==> src/rtl/eth_phy_10g_rx_ber_mon.sv <==
// 64b/66b receive BER monitor.
// Counts invalid sync headers in fixed windows of COUNT_125US cycles while the
// aligner reports block lock. A window reaching BER_THRESH bad headers raises
// rx_high_ber. The flag is held through the rest of that HI_BER window and one
// further clean TEST window. A saturating cumulative counter, ber_count, is
// kept for management reads and is cleared only by reset or ber_count_clr.
module eth_phy_10g_rx_ber_mon #(
    parameter int HDR_WIDTH   = 2,
    parameter int COUNT_125US = 19531,
    parameter int BER_THRESH  = 16
) (
    input  logic                 clk_tb,
    input  logic                 rx_rst_tb,
    input  logic [HDR_WIDTH-1:0] serdes_rx_hdr,
    input  logic                 aligned,
    input  logic                 ber_count_clr,
    output logic                 rx_high_ber,
    output logic [5:0]           ber_count,
    output logic [5:0]           win_err_count
);

    localparam int                 TIMER_W    = (COUNT_125US > 1) ? $clog2(COUNT_125US) : 1;
    localparam logic [TIMER_W-1:0] TIMER_LAST = TIMER_W'(COUNT_125US - 1);
    localparam logic [5:0]         THRESH     = 6'(BER_THRESH);
    localparam logic [5:0]         BER_MAX    = 6'd63;

    typedef enum logic [1:0] {
        ST_INIT   = 2'd0,
        ST_TEST   = 2'd1,
        ST_HI_BER = 2'd2
    } state_t;

    state_t             state_q, state_d;
    logic [TIMER_W-1:0] timer_q, timer_d;
    logic [5:0]         win_err_count_q, win_err_count_d;
    logic               rx_high_ber_q, rx_high_ber_d;
    logic [5:0]         ber_count_q, ber_count_d;

    // Only 01 and 10 are legal sync headers; equal bits mean a bad header.
    logic               hdr_bad;
    logic               expiry;
    logic [TIMER_W-1:0] timer_next;
    logic [5:0]         win_err_inc;
    logic               counted_bad;

    assign hdr_bad     = (serdes_rx_hdr[1] == serdes_rx_hdr[0]);
    assign expiry      = (timer_q == TIMER_LAST);
    assign timer_next  = expiry ? '0 : timer_q + TIMER_W'(1);
    assign win_err_inc = win_err_count_q + 6'd1;
    // Headers only count towards the cumulative total once the monitor is
    // past INIT; the header on the INIT->TEST edge is therefore ignored.
    assign counted_bad = hdr_bad && (state_q != ST_INIT);

    // Window FSM: next state, window timer, per-window errors and high-BER flag.
    always_comb begin
        state_d         = state_q;
        timer_d         = timer_q;
        win_err_count_d = win_err_count_q;
        rx_high_ber_d   = rx_high_ber_q;

        if (!aligned) begin
            // Loss of lock overrides every other transition.
            state_d         = ST_INIT;
            timer_d         = '0;
            win_err_count_d = '0;
            rx_high_ber_d   = 1'b0;
        end else begin
            case (state_q)
                ST_INIT: begin
                    state_d         = ST_TEST;
                    timer_d         = '0;
                    win_err_count_d = '0;
                    rx_high_ber_d   = 1'b0;
                end
                ST_TEST: begin
                    timer_d = timer_next;
                    if (hdr_bad && (win_err_inc == THRESH)) begin
                        // Threshold wins over a coincident expiry.
                        state_d         = ST_HI_BER;
                        rx_high_ber_d   = 1'b1;
                        timer_d         = '0;
                        win_err_count_d = '0;
                    end else if (expiry) begin
                        // Window closed below threshold; the expiry-edge
                        // header does not carry into the new window.
                        rx_high_ber_d   = 1'b0;
                        win_err_count_d = '0;
                    end else if (hdr_bad) begin
                        win_err_count_d = win_err_inc;
                    end
                end
                ST_HI_BER: begin
                    timer_d         = timer_next;
                    win_err_count_d = '0;
                    if (expiry) begin
                        // Flag stays up until a full TEST window ends clean.
                        state_d = ST_TEST;
                    end
                end
                default: begin
                    state_d         = ST_INIT;
                    timer_d         = '0;
                    win_err_count_d = '0;
                    rx_high_ber_d   = 1'b0;
                end
            endcase
        end
    end

    // Cumulative bad-header counter: saturating, cleared by the management pulse.
    always_comb begin
        ber_count_d = ber_count_q;
        if (ber_count_clr) begin
            ber_count_d = counted_bad ? 6'd1 : 6'd0;
        end else if (counted_bad && (ber_count_q != BER_MAX)) begin
            ber_count_d = ber_count_q + 6'd1;
        end
    end

    // State and counter registers with asynchronous active-high reset.
    always_ff @(posedge clk_tb or posedge rx_rst_tb) begin
        if (rx_rst_tb) begin
            state_q         <= ST_INIT;
            timer_q         <= '0;
            win_err_count_q <= '0;
            rx_high_ber_q   <= 1'b0;
            ber_count_q     <= '0;
        end else begin
            state_q         <= state_d;
            timer_q         <= timer_d;
            win_err_count_q <= win_err_count_d;
            rx_high_ber_q   <= rx_high_ber_d;
            ber_count_q     <= ber_count_d;
        end
    end

    assign rx_high_ber   = rx_high_ber_q;
    assign ber_count     = ber_count_q;
    assign win_err_count = win_err_count_q;

endmodule

==> config.mk <==
export PLATFORM = sky130hd
export DESIGN_NAME = eth_phy_10g_rx_ber_mon
export DESIGN_NICKNAME = d
export VERILOG_FILES = /design/src/rtl/eth_phy_10g_rx_ber_mon.sv
export SDC_FILE = /design/constraint.sdc
export NUM_CORES = 1
export LEC_CHECK = 0
export BUFFER_PORTS_ARGS = -buffer_cell sky130_fd_sc_hd__buf_2
export CORE_UTILIZATION = 45
export DETAILED_ROUTE_END_ITERATION = 8
export HOLD_SLACK_MARGIN = 0.06
export PLACE_DENSITY = 0.65
export SLEW_MARGIN = 20
export SYNTH_ARGS = -nofsm -noshare
export SYNTH_HDL_FRONTEND = slang
export SYNTH_SLANG_ARGS = --single-unit
==> constraint.sdc <==
create_clock -name clk_tb -period 3.1 [get_ports clk_tb]
set_input_delay 0.155 -clock clk_tb [delete_from_list [all_inputs] [get_ports clk_tb]]
set_output_delay 0.155 -clock clk_tb [all_outputs]
set_load 0.02 [all_outputs]
==> results of run 1 <==
[final cells by class]
cell class | count | area (sq um) | area share [%]
Sequential cell | 30 | 750.7 | 35.36
Inverter | 7 | 26.28 | 1.237
Clock inverter | 1 | 5.005 | 0.2357
Tap cell | 50 | 62.56 | 2.946
Clock buffer | 7 | 86.33 | 4.066
Timing Repair Buffer | 20 | 107.6 | 5.068
Multi-Input combinational cell | 152 | 1085 | 51.09
[logic make-up (layout without fill, tap and decap cells)]
logic type | after synthesis | after routing
flops | 30 | 30
fa+ha+maj | 9 | 9
simple gates | 97 | 97
compound gates | 25 | 25
mux | 1 | 1
xor+xnor | 20 | 20
buf+inv | 13 | 35
[metal layers]
layer	GRT usage, %	vias up	part of all wire (%)
met5	0	-	0
met4	5.585	0	0.66
met3	5.068	2	3.2
met2	30.25	24	48
met1	26.67	684	48
li1	-	733	-
[layout by cell type, fill, tap and decap left out, types with 2 or more instances in the layout]
cell type and n:
nand4_1 10, buf_2 18, nor2_1 21, nand4b_1 2
a22oi_1 2, nor3_1 6, inv_1 7, nor4_1 2
clkbuf_8 6, xor2_1 10, nor3b_1 4, o21ai_0 5
and4_1 2, nand2_1 25, a21oi_1 5, xnor2_1 10
ha_1 9, dfrtp_1 30, and2_4 2, and3_1 3
nand2b_1 2, o31ai_1 2, and2_1 2, nand3_1 8
[worst max-delay path, stage by stage (launching register included)]
cell and delay [ns]:
dfrtp_1 0.50, ha_1 0.35, nand4b_1 0.17, o22ai_2 0.21
o2111ai_4 0.22, a21oi_4 0.43, nor2_1 0.11
[worst min-delay path by stage]
| stage | to | slack (ns) | cells after the start |
|---|---|---|---|
| 6_report | ber_count[5] | 0.13 | 2 |
| 5_1_grt | ber_count[1] | 0.13 | 2 |
| 4_1_cts | ber_count[2] | 0.12 | 2 |
| 3_5_place_dp | ber_count[3] | 0.26 | 3 |
| 3_3_place_gp | timer_q[4] | 0.25 | 3 |
| 2_1_floorplan | ber_count[1] | 0.22 | 1 |
[power by group through the flow]
stage / logic (mW) / clock network, mW / registers (mW)
floorplan: 0.102 / 0 / 0.434
global placement: 0.134 / 0 / 0.428
detailed placement: 0.134 / 0 / 0.429
CTS: 0.135 / 0.329 / 0.422
global route: 0.151 / 0.346 / 0.425
finish: 0.133 / 0.320 / 0.422
[flip-flops by register name (all words and copies together), names as in the netlist]
signal / flops
win_err_count: 6
state_q: 2
rx_high_ber: 1
ber_count: 6
timer_q: 15
==> impl_metrics.csv, run 1 <==
group,metric,value,unit
clock_tree,cts.hold.buffers_added,1,
global_routing,gr-usage-all-layers,19.51,%
yosys,synth_xor_area_share,9.144,%
critical_path,rr_worst_depth,6,
clock_tree,clockRootBuffer,"clkbuf_8",
layout,fillers,373,
timing,final_hold_viol_count,0,
layout,drive_above_1_share,18.89,%
yosys,synth_common_cells,"dfrtp_1 (30), nand2_1 (25), nor2_1 (21)",
job,drv_cap,0,
timing,tns,0,ns
floorplan,die_w,67.25,microns
detailed_routing,dr.pass1.iters,4,
min_path,hold_path.startpoint,"ber_count_clr",
detailed_routing,wl_per_cell,13.63,microns
critical_path,cp-end-kind,"flip-flop",
layout,area_growth_syn_to_layout,10.84,%
layout,final_util,52.33,%
yosys,netlist_instances,195,
power_and_ir_drop,power_frac_clock,36.6,%
layout,antenna_cells,0,
yosys,ys_seq_area_share,39.19,%
timing,tightest_slew,0.4997,ns
power_and_ir_drop,fin_total_pwr,875.2,uW
critical_path,endpoint,"timer_q[7]",
clock_tree,numCtsBuffers,5,
yosys,yosysMostFrequentCell,"dfrtp_1",
timing,setup_viol,0,
yosys,ys_types,45,
floorplan,die-area,4522,sq um
layout,finalNonFillerCells,267,
placed_design,dp_cells,258,
critical_path,r2r_setup_slack,0.96,ns
timing,worst_slack,0.9566,ns
power_and_ir_drop,sw_frac_of_total,28.45,%
clock_tree,cts_setup_buffers,0,
yosys,synth_compound_area_share,12.41,%
yosys,synthesis.area,1916,sq um
placed_design,port_buffers,18,
timing,drv_slew,0,
yosys,synth_top_family_by_area,"simple AND/OR/NAND/NOR gates",
clock_tree,clk_pin_slew,0.07,ns
critical_path,cp-start-kind,"flip-flop",
power_and_ir_drop,max-vdd-ir-drop,0.2952,mV
critical_path,crit_start,"win_err_count[0]",
yosys,synth-adder-area-share,5.879,%
status,status,"complete, no violations",
timing,clock_skew,0.01053,ns
yosys,synth_edf_count,0,
detailed_routing,vias,1443,
timing,period_minus_slack,2.143,ns
timing,fin_hold_ws,0.1258,ns
yosys,ys_ff_latch,30,
global_routing,grt_pass1_wl,6582,microns
min_path,min_path_type,"in -> reg",
placed_design,place_ws,0.9672,ns
timing,fmax,466.5,MHz
critical_path,critPathArrivalTime,2.28,ns
power_and_ir_drop,p_leak,0.9449,nW
detailed_routing,route.detailed.drc,0,
yosys,synth_top_area_share,39.19,%
yosys,synth_warnings,0,
power_and_ir_drop,p_int,626.1,uW
detailed_routing,drtAntennaViolNets,0,
critical_path,path_max_fanout,15,
layout,final_cell_area,2123,sq um
global_routing,grt_max_degree,31,
critical_path,regToRegEndpoint,"timer_q[7]",
floorplan,die_h,67.25,microns
critical_path,critPathKind,"reg -> reg",
floorplan,io_pins,19,
yosys,synthSimpleGateAreaFrac,28.67,%
clock_tree,cts_tree,"done",
placed_design,place_hpwl,2574,microns
floorplan,core,4058,sq um
timing,rsz0062_at_grt,"false",
global_routing,grt_overflow,0,
placed_design,place_area,2022,sq um
clock_tree,clockBufferDepth,2,
clock_tree,insertion_delay,0.28,ns
detailed_routing,drtIter0Drc,127,
power_and_ir_drop,switching_power,249.0,uW
detailed_routing,vias_per_cell,5.404,
power_and_ir_drop,power_frac_comb,15.2,%
floorplan,start_util,47.21,%
yosys,syn-num-nets,210,
clock_tree,htreeDepth,2,
clock_tree,cts_resized,0,
yosys,ys_top_cells_by_area,"dfrtp_1 (39%), ha_1 (5.9%), nand2_1 (4.9%)",
yosys,yosysTopAreaCell,"dfrtp_1",
yosys,synth.area.mux_share,0.5225,%
yosys,synthArstFlopShare,100.0,%
timing,post-route-period-util,69.14,%
global_routing,grt_pass1_vias,1379,
clock_tree,clock_sinks,30,
power_and_ir_drop,power_density,412.2,nW/um^2
detailed_routing,postRouteWirelength,3639,microns
yosys,yosys_most_used_dff,"dfrtp_1",
critical_path,r2r-start,"win_err_count[0]",
layout,nets,231,
critical_path,critical_path_required,3.23,ns
placed_design,gp_congestion,0.8178,
yosys,avgSynthCellArea,9.824,sq um
timing,slew_headroom,66.45,%
global_routing,antenna_found_initial,0,
power_and_ir_drop,seqPwrFrac,48.2,%
floorplan,std_cell_rows,23,
Note: power is estimated with default switching activity, not from simulation.
==> run 2, diff against run 1 <==
==> constraint.sdc (replaced) <==
create_clock -name clk_tb -period 2 [get_ports clk_tb]
set_input_delay 0.1 -clock clk_tb [delete_from_list [all_inputs] [get_ports clk_tb]]
set_output_delay 0.1 -clock clk_tb [all_outputs]
set_load 0.02 [all_outputs]
==> impl_metrics.csv, run 2 (synthesis gave the netlist of run 1 again) <==
group,metric,value,unit
detailed_routing,route.detailed.drc,0,
global_routing,grt_pass1_wl,6161,microns
clock_tree,clockRootBuffer,"clkbuf_8",
detailed_routing,drtIter0Drc,74,
global_routing,gr-usage-all-layers,18.54,%
critical_path,critPathKind,"reg -> reg",
power_and_ir_drop,p_leak,0.9691,nW
critical_path,crit_start,"win_err_count[0]",
placed_design,place_hpwl,2590,microns
critical_path,endpoint,"win_err_count[5]",
detailed_routing,vias,1476,
critical_path,r2r-start,"win_err_count[0]",
clock_tree,clk_pin_slew,0.06,ns
global_routing,grt_max_degree,31,
clock_tree,insertion_delay,0.28,ns
critical_path,regToRegEndpoint,"win_err_count[5]",
layout,nets,236,
clock_tree,cts_setup_buffers,0,
floorplan,die-area,4522,sq um
detailed_routing,postRouteWirelength,3812,microns
critical_path,cp-end-kind,"flip-flop",
critical_path,crit_buf_inv,0,
placed_design,place_ws,0.1755,ns
layout,area_growth_syn_to_layout,13.00,%
timing,rsz0062_at_grt,"false",
clock_tree,numCtsBuffers,5,
min_path,min_path_type,"in -> reg",
power_and_ir_drop,max-vdd-ir-drop,0.4345,mV
critical_path,slowest_delay,0.38,ns
timing,tightest_slew,0.4395,ns
timing,fin_hold_ws,0.07551,ns
layout,antenna_cells,0,
clock_tree,htreeDepth,2,
clock_tree,clockBufferDepth,2,
timing,tns,0,ns
status,status,"complete, no violations",
layout,fillers,352,
timing,post-route-period-util,91.10,%
floorplan,core,4058,sq um
timing,drv_slew,0,
timing,setup_viol,0,
timing,clock_skew,0.003848,ns
layout,final_common_cell,"dfrtp_1",
placed_design,port_buffers,18,
detailed_routing,dr.pass1.iters,4,
layout,multi_input_area,1092,sq um
detailed_routing,vias_per_cell,5.467,
detailed_routing,wl_per_cell,14.12,microns
floorplan,io_pins,19,
floorplan,start_util,47.21,%
placed_design,gp_congestion,0.8115,
floorplan,die_w,67.25,microns
clock_tree,cts_tree,"done",
detailed_routing,drtAntennaViolNets,0,
clock_tree,clock_sinks,30,
timing,final_hold_viol_count,0,
critical_path,r2r_setup_slack,0.18,ns
critical_path,path_max_fanout,8,
job,drv_cap,0,
timing,fmax,548.8,MHz
layout,largest_reg_flops,15,
layout,regMostFlops,"timer_q",
critical_path,critical_path_required,2.18,ns
critical_path,critPathArrivalTime,2.00,ns
critical_path,rr_worst_depth,6,
global_routing,grt_overflow,0,
layout,layout.cells.most_common_list,"dfrtp_1 (30), nand2_1 (25), nor2_1 (21), buf_2 (18)",
critical_path,slowest_stage,"dfrtp_1",
power_and_ir_drop,power_density,634.2,nW/um^2
critical_path,cp.depth,6,
floorplan,std_cell_rows,23,
layout,seqCellArea,750.7,sq um
global_routing,antenna_found_initial,0,
critical_path,critPathTopFamily,"compound AO/OA/AOI/OAI gates",
timing,slew_headroom,70.49,%
timing,period_minus_slack,1.822,ns
timing,worst_slack,0.1780,ns
global_routing,grt_pass1_vias,1326,
critical_path,cp-start-kind,"flip-flop",
layout,drive_above_1_share,20.45,%
critical_path,path_cells,"ha_1, nand4b_1, o22ai_2, o2111ai_4, nand3_2, o41ai_2",
floorplan,die_h,67.25,microns
==> run 2: cell count changes in the layout (fill, tap and decap cells not counted), sizes merged <==
cell	delta
clkbuf	-1
and2	+1
clkinv	-1
buf	+4
==> run 2: where the power goes <==
| group | total, mW | leakage [nW] | switching [mW] | internal (mW) |
|---|---|---|---|---|
| clock | 0.469 | 0.0431 | 0.204 | 0.264 |
| combinational | 0.259 | 0.510 | 0.157 | 0.101 |
| sequential | 0.645 | 0.416 | 0.0201 | 0.625 |
| total | 1.37 | 0.969 | 0.382 | 0.991 |
==> run 2: layout make-up <==
class	count	area share, %
flip-flops and latches	30	34.68
well taps	50	2.890
inverters	7	1.214
multi-input cells	153	50.46
repair buffers	24	6.936
clock buffers	6	3.815
==> run 2: repair_timing <==
item	CTS	global route
endpoints found under the hold margin	30	0
resized for setup	0	0
hold buffers	1	0
endpoints found under the setup margin	0	1
==> run 2: how the worst min path moves through the flow <==
stage	slack [ns]	startpoint	depth (start not counted)	end
final	0.08	ber_count_clr	2	ber_count[3]
after detailed placement	0.20	rx_rst_tb	3	ber_count[2]
after global placement	0.19	rx_rst_tb	3	timer_q[4]
after CTS	0.07	ber_count_clr	2	ber_count[1]
after global routing	0.07	ber_count_clr	2	ber_count[1]
after floorplan	0.17	ber_count_clr	1	ber_count[1]
==> run 2: per-layer routing <==
layer	global-route usage [%]	up-vias	share of wire (%)
met5	0	-	0
met4	8.511	0	1.4
met3	4.730	7	3.0
met2	27.50	25	46
met1	25.16	705	50
li1	-	739	-
==> run 2: per-stage QoR <==
stage	cells	instance area [sq um]	power (mW)	util, %
2_1_floorplan	195	1916	0.8304	-
3_3_place_gp	262	2064	0.9078	50.88
4_1_cts	269	2157	1.384	53.16
6_report	270	2165	1.373	53.35
5_1_grt	270	2165	1.446	53.35
3_5_place_dp	262	2064	0.9095	50.88
